<file path="config.mk">
export PLATFORM = sky130hd
export DESIGN_NAME = gb_line_clear_ctrl_flat
export DESIGN_NICKNAME = d
export VERILOG_FILES = /design/src/rtl/gb_line_clear_ctrl_if.sv /design/src/rtl/gb_line_clear_ctrl.sv /design/src/flat_wrapper.sv
export SDC_FILE = /design/constraint.sdc
export NUM_CORES = 1
export LEC_CHECK = 0
export CAP_MARGIN = 20
export CORE_MARGIN = 2
export CORE_UTILIZATION = 51
export CTS_BUF_LIST = sky130_fd_sc_hd__clkbuf_4
export DETAILED_ROUTE_END_ITERATION = 16
export PLACE_DENSITY = 0.92
export SLEW_MARGIN = 20
export SYNTH_ARGS = -nofsm -noshare
export SYNTH_HDL_FRONTEND = slang
export SYNTH_SLANG_ARGS = --single-unit
export TNS_END_PERCENT = 5
</file>
<file path="constraint.sdc">
create_clock -name clk -period 6.6 [get_ports clk]
set_input_delay 1.98 -clock clk [delete_from_list [all_inputs] [get_ports clk]]
set_output_delay 1.98 -clock clk [all_outputs]
set_load 0.01 [all_outputs]
</file>
<file path="src/rtl/gb_line_clear_ctrl_if.sv">
// Remove-line instruction bus from the line-clear sequencer to the board memory.
// Ports: instr_out[31:0], instr_valid; master = sequencer, slave = CPU mux / memory.
interface gb_line_clear_ctrl_if;
  logic [31:0] instr_out;
  logic        instr_valid;

  modport master (
    output instr_out,
    output instr_valid
  );

  modport slave (
    input instr_out,
    input instr_valid
  );
endinterface

</file>
<file path="src/rtl/gb_line_clear_ctrl.sv">
// Line-clear sequencer: scans full-row flags bottom-up and issues remove-line ops.
// Ports: clk, rst_n, start, line_status_in, score_clr, ibus, busy, done, lines_cleared, score.
module gb_line_clear_ctrl #(
  parameter int         NUM_ROWS  = 20,
  parameter int         MAX_CLEAR = 4,
  parameter logic [5:0] OPC_RM    = 6'b011101
) (
  input  logic                  clk,
  input  logic                  rst_n,
  input  logic                  start,
  input  logic [NUM_ROWS-1:0]   line_status_in,
  input  logic                  score_clr,
  gb_line_clear_ctrl_if.master  ibus,
  output logic                  busy,
  output logic                  done,
  output logic [2:0]            lines_cleared,
  output logic [15:0]           score
);

  localparam int            IW   = $clog2(NUM_ROWS);
  localparam logic [IW-1:0] LAST = IW'(NUM_ROWS - 1);
  localparam logic [2:0]    MAXC = 3'(MAX_CLEAR);

  typedef enum logic [2:0] {
    IDLE,
    SCAN,
    ISSUE,
    SETTLE,
    FIN
  } state_t;

  state_t        state;
  state_t        state_n;
  logic [IW-1:0] idx;
  logic [2:0]    count;
  logic [15:0]   score_r;
  logic [3:0]    inc;
  logic [16:0]   sum;
  logic          row_full;

  assign row_full = line_status_in[idx];

  always_ff @(posedge clk or negedge rst_n) begin
    if (!rst_n) state <= IDLE;
    else        state <= state_n;
  end

  always_comb begin
    state_n = state;
    unique case (state)
      IDLE:   if (start) state_n = SCAN;
      SCAN: begin
        if (row_full)         state_n = ISSUE;
        else if (idx == LAST) state_n = FIN;
      end
      ISSUE:  state_n = (count + 3'd1 == MAXC) ? FIN : SETTLE;
      SETTLE: state_n = SCAN;
      FIN:    state_n = IDLE;
      default: state_n = IDLE;
    endcase
  end

  // idx is held across ISSUE/SETTLE: rows above shift down into it
  always_ff @(posedge clk or negedge rst_n) begin
    if (!rst_n) begin
      idx           <= '0;
      count         <= '0;
      lines_cleared <= '0;
    end else begin
      unique case (state)
        IDLE: begin
          if (start) begin
            idx           <= '0;
            count         <= '0;
            lines_cleared <= '0;
          end
        end
        SCAN: begin
          if (!row_full && idx != LAST) idx <= idx + 1'b1;
        end
        ISSUE: count <= count + 3'd1;
        FIN:   lines_cleared <= count;
        default: ;
      endcase
    end
  end

  always_comb begin
    inc = 4'd0;
    unique case (count)
      3'd1:    inc = 4'd1;
      3'd2:    inc = 4'd3;
      3'd3:    inc = 4'd5;
      3'd4:    inc = 4'd8;
      default: inc = 4'd0;
    endcase
  end

  assign sum = {1'b0, score_r} + {13'b0, inc};

  always_ff @(posedge clk or negedge rst_n) begin
    if (!rst_n)          score_r <= '0;
    else if (score_clr)  score_r <= '0;
    else if (state == FIN)
      score_r <= sum[16] ? 16'hFFFF : sum[15:0];
  end

  assign score = score_r;
  assign busy  = (state != IDLE);
  assign done  = (state == FIN);

  assign ibus.instr_valid = (state == ISSUE);
  assign ibus.instr_out   = (state == ISSUE) ?
                            {OPC_RM, 10'b0, 16'(idx)} : 32'h0;

endmodule

</file>
<file path="src/flat_wrapper.sv">
// flat-port wrapper written by rule: the top's interface ports become plain ports
module gb_line_clear_ctrl_flat 
#(
  parameter int         NUM_ROWS  = 20,
  parameter int         MAX_CLEAR = 4,
  parameter logic [5:0] OPC_RM    = 6'b011101
)
  (clk, rst_n, start, line_status_in, score_clr, busy, done, lines_cleared, score, ibus_instr_out, ibus_instr_valid);
  gb_line_clear_ctrl_if ibus_i ();
  input  logic clk;
  input  logic rst_n;
  input  logic start;
  input  logic [NUM_ROWS-1:0] line_status_in;
  input  logic score_clr;
  output logic busy;
  output logic done;
  output logic [2:0] lines_cleared;
  output logic [15:0] score;
  output wire logic [$bits(ibus_i.instr_out)-1:0] ibus_instr_out;
  output wire logic [$bits(ibus_i.instr_valid)-1:0] ibus_instr_valid;
  assign ibus_instr_out = ibus_i.instr_out;
  assign ibus_instr_valid = ibus_i.instr_valid;
  gb_line_clear_ctrl #(.NUM_ROWS(NUM_ROWS), .MAX_CLEAR(MAX_CLEAR), .OPC_RM(OPC_RM)) u_core (.clk(clk), .rst_n(rst_n), .start(start), .line_status_in(line_status_in), .score_clr(score_clr), .ibus(ibus_i), .busy(busy), .done(done), .lines_cleared(lines_cleared), .score(score));
endmodule
</file>
## Word level (Yosys, flattened, before mapping)

Cells that the tools add are included.

| word-level totals | value |
|---|---|
| register bits | 30 |
| bits of input ports | 24 |
| output and inout port bits | 54 |
| word-level logic and storage cells | 53 |

| operators by class | value |
|---|---|
| $add $sub $neg | 3 |
| magnitude comparators | 1 |
| eq/ne operators | 14 |
| mux-type cells | 18 |
| reduce and logical (&&, ||, !) cells | 12 |

Operators with widths:

| operator | number |
|---|---|
| 2-to-1 mux 16 bit | 3 |
| 2-to-1 mux 31 bit | 1 |
| adder 16 x 4 -> 17 bit | 1 |
| case mux 4 bit (4 select lines) | 1 |
| 2-to-1 mux 3 bit | 5 |
| == test 3 x 2 -> 1 bit, second input constant | 4 |
| case mux 3 bit (2 select lines) | 2 |
| case mux 3 bit (4 select lines) | 1 |
| 2-to-1 mux 5 bit | 2 |
| case mux 5 bit (2 select lines) | 1 |
| == test 3 bit, second input constant | 3 |
| nonzero test 2 bit | 4 |
| == test 3 x 1 -> 1 bit, second input constant | 2 |
| less-than comparator 5 x 6 -> 1 bit, second input constant | 1 |
| AND reduction 2 bit | 3 |
| adder 5 x 1 -> 5 bit, second input constant | 1 |
| binary-select mux 1 bit (select 5 bit) | 1 |
| == test 5 bit, second input constant | 1 |
| inequality test 5 bit, second input constant | 1 |
| adder 3 x 1 -> 3 bit, second input constant | 1 |
| logical NOT 3 bit | 1 |
| inequality test 3 x 1 -> 1 bit, second input constant | 1 |
| AND reduction 3 bit | 1 |
| nonzero test 3 bit | 1 |
| 5 further kinds | 5 |

## Depth between registers and ports, before layout

Gate-level depths: netlist (run 1).

| depth | value |
|---|---|
| depth after elaboration | 6 |
| gate-level depth with buffers | 12 |
| mapped depth without buffers | 11 |

## Worst setup path before layout (run 1)

OpenSTA, ideal clock, no wires.

| timing | value |
|---|---|
| kind | register to output |
| start | register u_core.state[0] |
| end | output port ibus_instr_out[0] |
| arrival time | 1429 ps |
| required time | 4620 ps |
| setup slack | 3191 ps |
| stages on the path, launching flop included | 5 |
| buffers on the path | 1 |
| cell sequence | dfrtp_1 > or3b_2 > clkbuf_1 > inv_1 > and2_1 |

| on the way | value |
|---|---|
| cells in the longest elaborated chain, start to end | 2 |

Ends and longest elaborated chain:

| element | RTL line | RTL |
|---|---|---|
| start, declared | gb_line_clear_ctrl.sv:32 | `state_t state;` |
| start signal, assigned | gb_line_clear_ctrl.sv:45 | `else state <= state_n;` |
| == test 3 x 2 -> 1 bit | - |  |
| named net ibus_instr_valid | flat_wrapper.sv:20 | `output wire logic [$bits(ibus_i.instr_valid)-1:0] ibus_instr_valid;` |
| 2-to-1 mux 31 bit | gb_line_clear_ctrl.sv:113 | `assign ibus.instr_out = (state == ISSUE) ?` |
| end, declared | flat_wrapper.sv:19 | `output wire logic [$bits(ibus_i.instr_out)-1:0] ibus_instr_out;` |

The timed path passes the listed nets, and every way through them passes these cells.

## Worst setup path in the final report (run 1)

| timing | value |
|---|---|
| start | register u_core.state[0] |
| end | output port done |

| on the way | value |
|---|---|
| cells in the longest elaborated chain, start to end | 1 |

Ends and longest elaborated chain:

| element | RTL line | RTL |
|---|---|---|
| == test 3 bit | gb_line_clear_ctrl.sv:110 | `assign done = (state == FIN);` |
| end, declared | flat_wrapper.sv:16 | `output logic done;` |

No other way between the ends.

==> metrics.txt, run 1 <==
status=finished, final reports clean; final hold viol count=0; Post-DP HPWL=about 3900 µm; drt drc=0; hold buffer count at CTS=0; #FFs+latches synth=30; final net count=341; share of cells above drive strength 1=around 6%; final setup TNS=0 ps; PD cells=around 280 nW/µm²; core area=4324 µm²; max-cap violations=0; design area=2793 µm²; Clock transition at path regs=approximately 100 ps; floorplan row count=24; highest clock rate=between 200 and 250 MHz; Layout Skew=roughly 9.0 ps; pin count of the biggest net entering global routing=31; Die Y=about 71 µm; all-layer global routing usage=a little over a fifth; Logic pwr share=about 50%; Unique masters post-synth=54; Initial Util=52.84%; via count=2063; Mapped Area=~2300 µm²; post-CTS setup buffer count=0; # setup viols final=0; Area growth syn-to-layout=22.23%; Detail Route Antenna Nets=0; maximum vdd drop=between 0.15 and 0.2 mV; Sw Pwr=~0.33 mW; post-synth top area share=between 30% and 40%; GP Congestion=roughly 0.84; vias in the first global route=2071; Period Utilization, post-route=between 60 and 70%; first-pass GRT wire length=8832 µm; Main synth FF type=dfrtp_1; Crit path required time=approximately 4600 ps; CTS sink count=30; final hold slack=525.2 ps; most area-hungry cell type in the Yosys netlist=dfrtp_1; sequential element share of the synthesized area=around a third; RSZ-0062 raised after global routing=false; Die Wd=~71 µm; clock latency on the worst-skew pair=between 300 and 400 ps; fin crit period=between 4000 and 5000 ps; total congestion overflow=0; CP Capture Type=output port; CTS tree=built; Buf+Inv Stages, Crit Path=2; Die Area=between 5000 and 6000 µm²; # resized after CTS=0; EDFF count, synth=0; Seq. cell area=approximately 750 µm²; final wirelength=5217 µm; Syn Area/Cell=8.890 µm²; Port Buffers=54; Worst Hold Class=reg -> reg; Clk Tree Root Cell=clkbuf_4; sw frac=a little over two fifths; DRT Pass-1 Iters=4; critical path launch point type=flop; Post-Synthesis Cells=257; Crit path largest cell delay=a little over 600 ps; critical-path cell list=nor2_1, nand2_1, inv_1, clkdlybuf4s50_1; fin. max-slew vios=0; top cells by area, synth=dfrtp_1, buf_4, ha_1, mux2i_1, nand3_1; DRT iter0 DRCs=108; Slew headroom=a little over half; # fillers=396; placed instance area=2739 µm²; diodes inserted=0; Int Pwr=~0.45 mW; Yosys warnings=0; family with the most delay on the worst path=buffers and inverters; CP Max Fanout=16; drt via density=5.763; H-tree Lvls=2; arrival time worst endpoint=roughly 2400 ps; CP max stage cell=clkdlybuf4s50_1; Worst Max-Slew Pin Slew=just under 700 ps; clock buffers created by TritonCTS=5; Clk pwr share=between 10 and 15%; ys async rst share=100.0%; Top-Level Pins=between 70 and 80; leakage=between 1 and 1.5 nW; antenna violations before repair=0; crit path kind=reg -> out; sequential share of power=35.9%; WL/cell=between 10 and 15 µm; Max clock buf depth=2; multi-input logic area=1334 µm²
-- logic make-up after synthesis --
family | synth area share, %
simple gates | 23.00
compound gates | 17.25
buf+inv | 12.38
flops | 32.86
mux | 6.681
fa+ha+maj | 6.900
xor+xnor | 0.7668
other cells | 0.1641
-- registers in the layout, indices dropped and copies added, names as in the netlist --
name and flops:
u_core.idx 5, u_core.state 3, u_core.lines_cleared 3, u_core.score 16
u_core.count 3
-- path summary, 6_finish.rpt --
kind                                               from                 endpoint  slack (ps)  cells past startpoint
worst min register to register  u_core.lines_cleared[2]  u_core.lines_cleared[2]         530                      2
worst max register to register          u_core.count[0]          u_core.score[9]        3530                     11
worst min-delay path            u_core.lines_cleared[2]  u_core.lines_cleared[2]         530                      2
max in group asynchronous                         rst_n          u_core.score[1]        4300                      2
worst max-delay path                    u_core.state[0]                     done        2260                      4
min in group asynchronous                         rst_n         u_core.score[10]        2010                      2
-- power groups by stage --
stage / combinational [mW] / sequential (mW) / clock (mW)
after floorplan: 0.305 / 0.256 / 0
after global placement: 0.374 / 0.283 / 0
after detailed placement: 0.392 / 0.285 / 0
after CTS: 0.393 / 0.282 / 0.114
after global routing: 0.439 / 0.291 / 0.121
final: 0.392 / 0.282 / 0.112
-- cells in the mapped netlist, drive strengths merged (2+ instances only) --
master,instances
dfrtp,30
buf,29
nand3,22
o21ai,17
nand2,15
mux2i,13
ha,11
inv,11
a21oi,10
nor2,10
and2,9
a31oi,8
clkbuf,7
nor3,7
nor4,5
a21o,4
a211oi,3
a22oi,3
and4,3
nand2b,3
nor2b,3
or4,3
o211ai,2
o21ba,2
o2bb2ai,2
or3,2
xnor2,2
-- final cells by class --
cell class	instances	share of cell area, %
multi-input cells	202	47.76
flip-flops and latches	30	26.88
clock buffers	6	1.613
inverters	11	1.478
well taps	52	2.330
clock inverters	2	0.3136
repair buffers	55	19.62
-- metal layers --
metal	routed length (µm)	share of wire, %	global-route usage (%)
met1	2032	39	25.05
met2	2607	50	37.07
met3	452	8.7	6.268
met4	125	2.4	10.90
met5	0	0	0
-- worst register-to-register path: stages, from the launching register on --
cell and delay (ps):
dfrtp_1 430, ha_1 250, ha_1 220, a211oi_1 210
o2bb2ai_1 110, ha_1 210, fa_1 410, a21o_1 230
a21oi_4 280, or4_1 330, a41o_1 240, a21oi_1 50
-- per-stage QoR --
stage          power [mW]  setup slack (ps)  instances  utilization [%]
3_3_place_gp       0.6576              2752        350            63.34
4_1_cts            0.7891              2270        358            64.58
5_1_grt            0.8510              2121        358            64.58
6_report           0.7857              2256        358            64.58
3_5_place_dp       0.6770              2660        350            63.34
2_1_floorplan      0.5609              3191        279                -
-- placed cells by master (no fill, tap or decap), types with 2 or more instances in the layout --
cell             instances
o21ba_2                  2
nand2b_1                 3
a21o_1                   4
nor2_1                  10
nor3_1                   7
conb_1                  23
o21ai_0                 16
nand3_1                 22
mux2i_1                 13
and4_1                   2
a31oi_1                  8
nand2_1                 15
nor2b_1                  3
ha_1                    11
xnor2_1                  2
o211ai_1                 2
nor4_1                   5
a22oi_1                  3
inv_1                   11
or4_1                    2
a21oi_1                  9
clkbuf_4                 6
and2_1                   9
o2bb2ai_1                2
dfrtp_1                 30
clkdlybuf4s50_1         54
a211oi_1                 3
Power figures use the tool's default switching activity.
==> run 2: changes to the inputs <==
--- a/config.mk
+++ b/config.mk
@@ -7,10 +7,10 @@
 export LEC_CHECK = 0
 export CAP_MARGIN = 20
 export CORE_MARGIN = 2
-export CORE_UTILIZATION = 51
+export CORE_UTILIZATION = 47
 export CTS_BUF_LIST = sky130_fd_sc_hd__clkbuf_4
 export DETAILED_ROUTE_END_ITERATION = 16
-export PLACE_DENSITY = 0.92
+export PLACE_DENSITY = 0.86
 export SLEW_MARGIN = 20
 export SYNTH_ARGS = -nofsm -noshare
 export SYNTH_HDL_FRONTEND = slang
==> constraint.sdc (replaced) <==
create_clock -name clk -period 4.2 [get_ports clk]
set_input_delay 1.26 -clock clk [delete_from_list [all_inputs] [get_ports clk]]
set_output_delay 1.26 -clock clk [all_outputs]
set_load 0.01 [all_outputs]
==> run 2 against run 1 <==
  * Sequential power increased by 57%
  * Cell area hardly changed
  * Cell count increased by 0.56%
  * Sequential share of layout area about the same
  * Largest power group unchanged
  * Register-to-register slack lost 2400 ps
  * Wire length down 0.38%
==> metrics.txt, run 2 (synthesis gave the netlist of run 1 again) <==
status=finished, final reports clean; antenna violations before repair=0; sw frac=between 40% and 50%; CP Capture Type=output port; core area=about 4700 µm²; CTS tree=built; Sw Pwr=between 0.5 and 0.6 mW; Int Pwr=0.7022 mW; final hold viol count=0; DRT Pass-1 Iters=6; all-layer global routing usage=between 20% and 30%; final hold slack=536.5 ps; maximum vdd drop=about 0.29 mV; final wirelength=5197 µm; CP Max Fanout=16; clock latency on the worst-skew pair=340 ps; crit path from=u_core.state[0]; drt via density=about 5.7; first-pass GRT wire length=about 9000 µm; # resized after CTS=0; crit path kind=reg -> out; via count=between 2000 and 2500; Layout Skew=about 11 ps; diodes inserted=0; worst setup margin=between 500 and 600 ps; post-CTS setup buffer count=0; Worst Max-Slew Pin Slew=~630 ps; Cells after DPL=352; Setup crit end=done; r2r setup slk=about 1100 ps; Clock transition at path regs=between 100 and 150 ps; FF-to-FF path depth=11; clock buffers created by TritonCTS=5; Crit path required time=~2900 ps; critical path launch point type=flop; multi-input logic area=1334 µm²; Detail Route Antenna Nets=0; Post-DP HPWL=about 3900 µm; Logic pwr share=49.9%; max-cap violations=0; R2R Path End=u_core.score[9]; drt drc=0; Port Buffers=54; final net count=~340; Clk Tree Root Cell=clkbuf_4; PD cells=around 440 nW/µm²; Period Utilization, post-route=a little under nine tenths; most common cell after layout, fill and taps aside=clkdlybuf4s50_1; commonest cells after routing, fill and taps aside=clkdlybuf4s50_1, dfrtp_1, conb_1; vias in the first global route=a little under 2000; Worst Hold Class=reg -> reg; H-tree Lvls=2; Place WS=approximately 960 ps; Die Wd=between 70 and 80 µm; arrival time worst endpoint=between 2000 and 2500 ps; fin. max-slew vios=0; Max clock buf depth=2; RSZ-0062 raised after global routing=false; Slew headroom=57.85%; Top-Level Pins=78; # fillers=just over 400; sequential share of power=between 30% and 40%; share of cells above drive strength 1=5.882%; GP Congestion=0.8815; Clk pwr share=between 10% and 20%; hold buffer count at CTS=0; final setup TNS=0 ps; number of flip-flops in the largest register=16; pin count of the biggest net entering global routing=31; Crit Reg-Reg Startpoint=u_core.count[0]; Seq. cell area=between 700 and 800 µm²; WL/cell=around 14 µm; Finished Layout Cells=360; Initial Util=about half; Area growth syn-to-layout=22.34%; DRT iter0 DRCs=141; floorplan row count=25; CTS sink count=30; highest clock rate=approximately 280 MHz; Tot Pwr=1.226 mW; Die Y=about 74 µm; fin crit period=3629 ps; total congestion overflow=0; leakage=~1.2 nW; # setup viols final=0; Die Area=between 5000 and 6000 µm²
[run 2: cell count changes in the layout (fill, tap and decap cells not counted), sizes merged]
cell      previous run  this run
clkbuf               6         5
clkinvlp             0         1
[run 2: cell type report]
type | count | area share, %
multi-input cells | 202 | 47.72
flip-flops and latches | 30 | 26.86
repair buffers | 55 | 19.61
well taps | 54 | 2.417
inverters | 11 | 1.477
clock buffers | 5 | 1.343
clock inverters | 3 | 0.5819
[run 2: how the worst min path moves through the flow]
stage                                  startpoint                 endpoint  slack (ps)  cells past startpoint
after floorplan                   u_core.state[2]          u_core.state[2]         490                      1
after global placement    u_core.lines_cleared[0]  u_core.lines_cleared[0]         510                      2
after detailed placement  u_core.lines_cleared[1]  u_core.lines_cleared[1]         510                      2
after CTS                        u_core.score[13]         u_core.score[13]         540                      1
after global routing             u_core.score[13]         u_core.score[13]         560                      1
final                            u_core.score[13]         u_core.score[13]         540                      1
[run 2: layer usage]
metal  routed length [µm]  vias up  part of all wire, %  track usage, %
li1                     -      977                    -               -
met1                 2177      973                   42           24.47
met2                 2562      106                   49           36.01
met3                  402        8                  7.7           4.801
met4                   54        0                  1.0           9.293
met5                    0        -                    0               0
[run 2: per-stage QoR]
stage	utilization [%]	area, µm²
after floorplan	-	2367
after global placement	58.43	2741
after detailed placement	58.43	2741
after CTS	59.57	2795
after global routing	59.57	2795
final	59.57	2795
[run 2: power groups by stage]
stage / clock [mW] / combinational, mW / sequential (mW)
floorplan: 0 / 0.480 / 0.402
global placement: 0 / 0.588 / 0.445
detailed placement: 0 / 0.609 / 0.449
CTS: 0.172 / 0.614 / 0.444
global route: 0.184 / 0.687 / 0.460
finish: 0.170 / 0.611 / 0.444
[run 2: worst max-delay path: stages (launching register included)]
cell	delay, ps
dfrtp_1	430
nor2_1	200
nand2_1	340
inv_1	450
clkdlybuf4s50_1	620
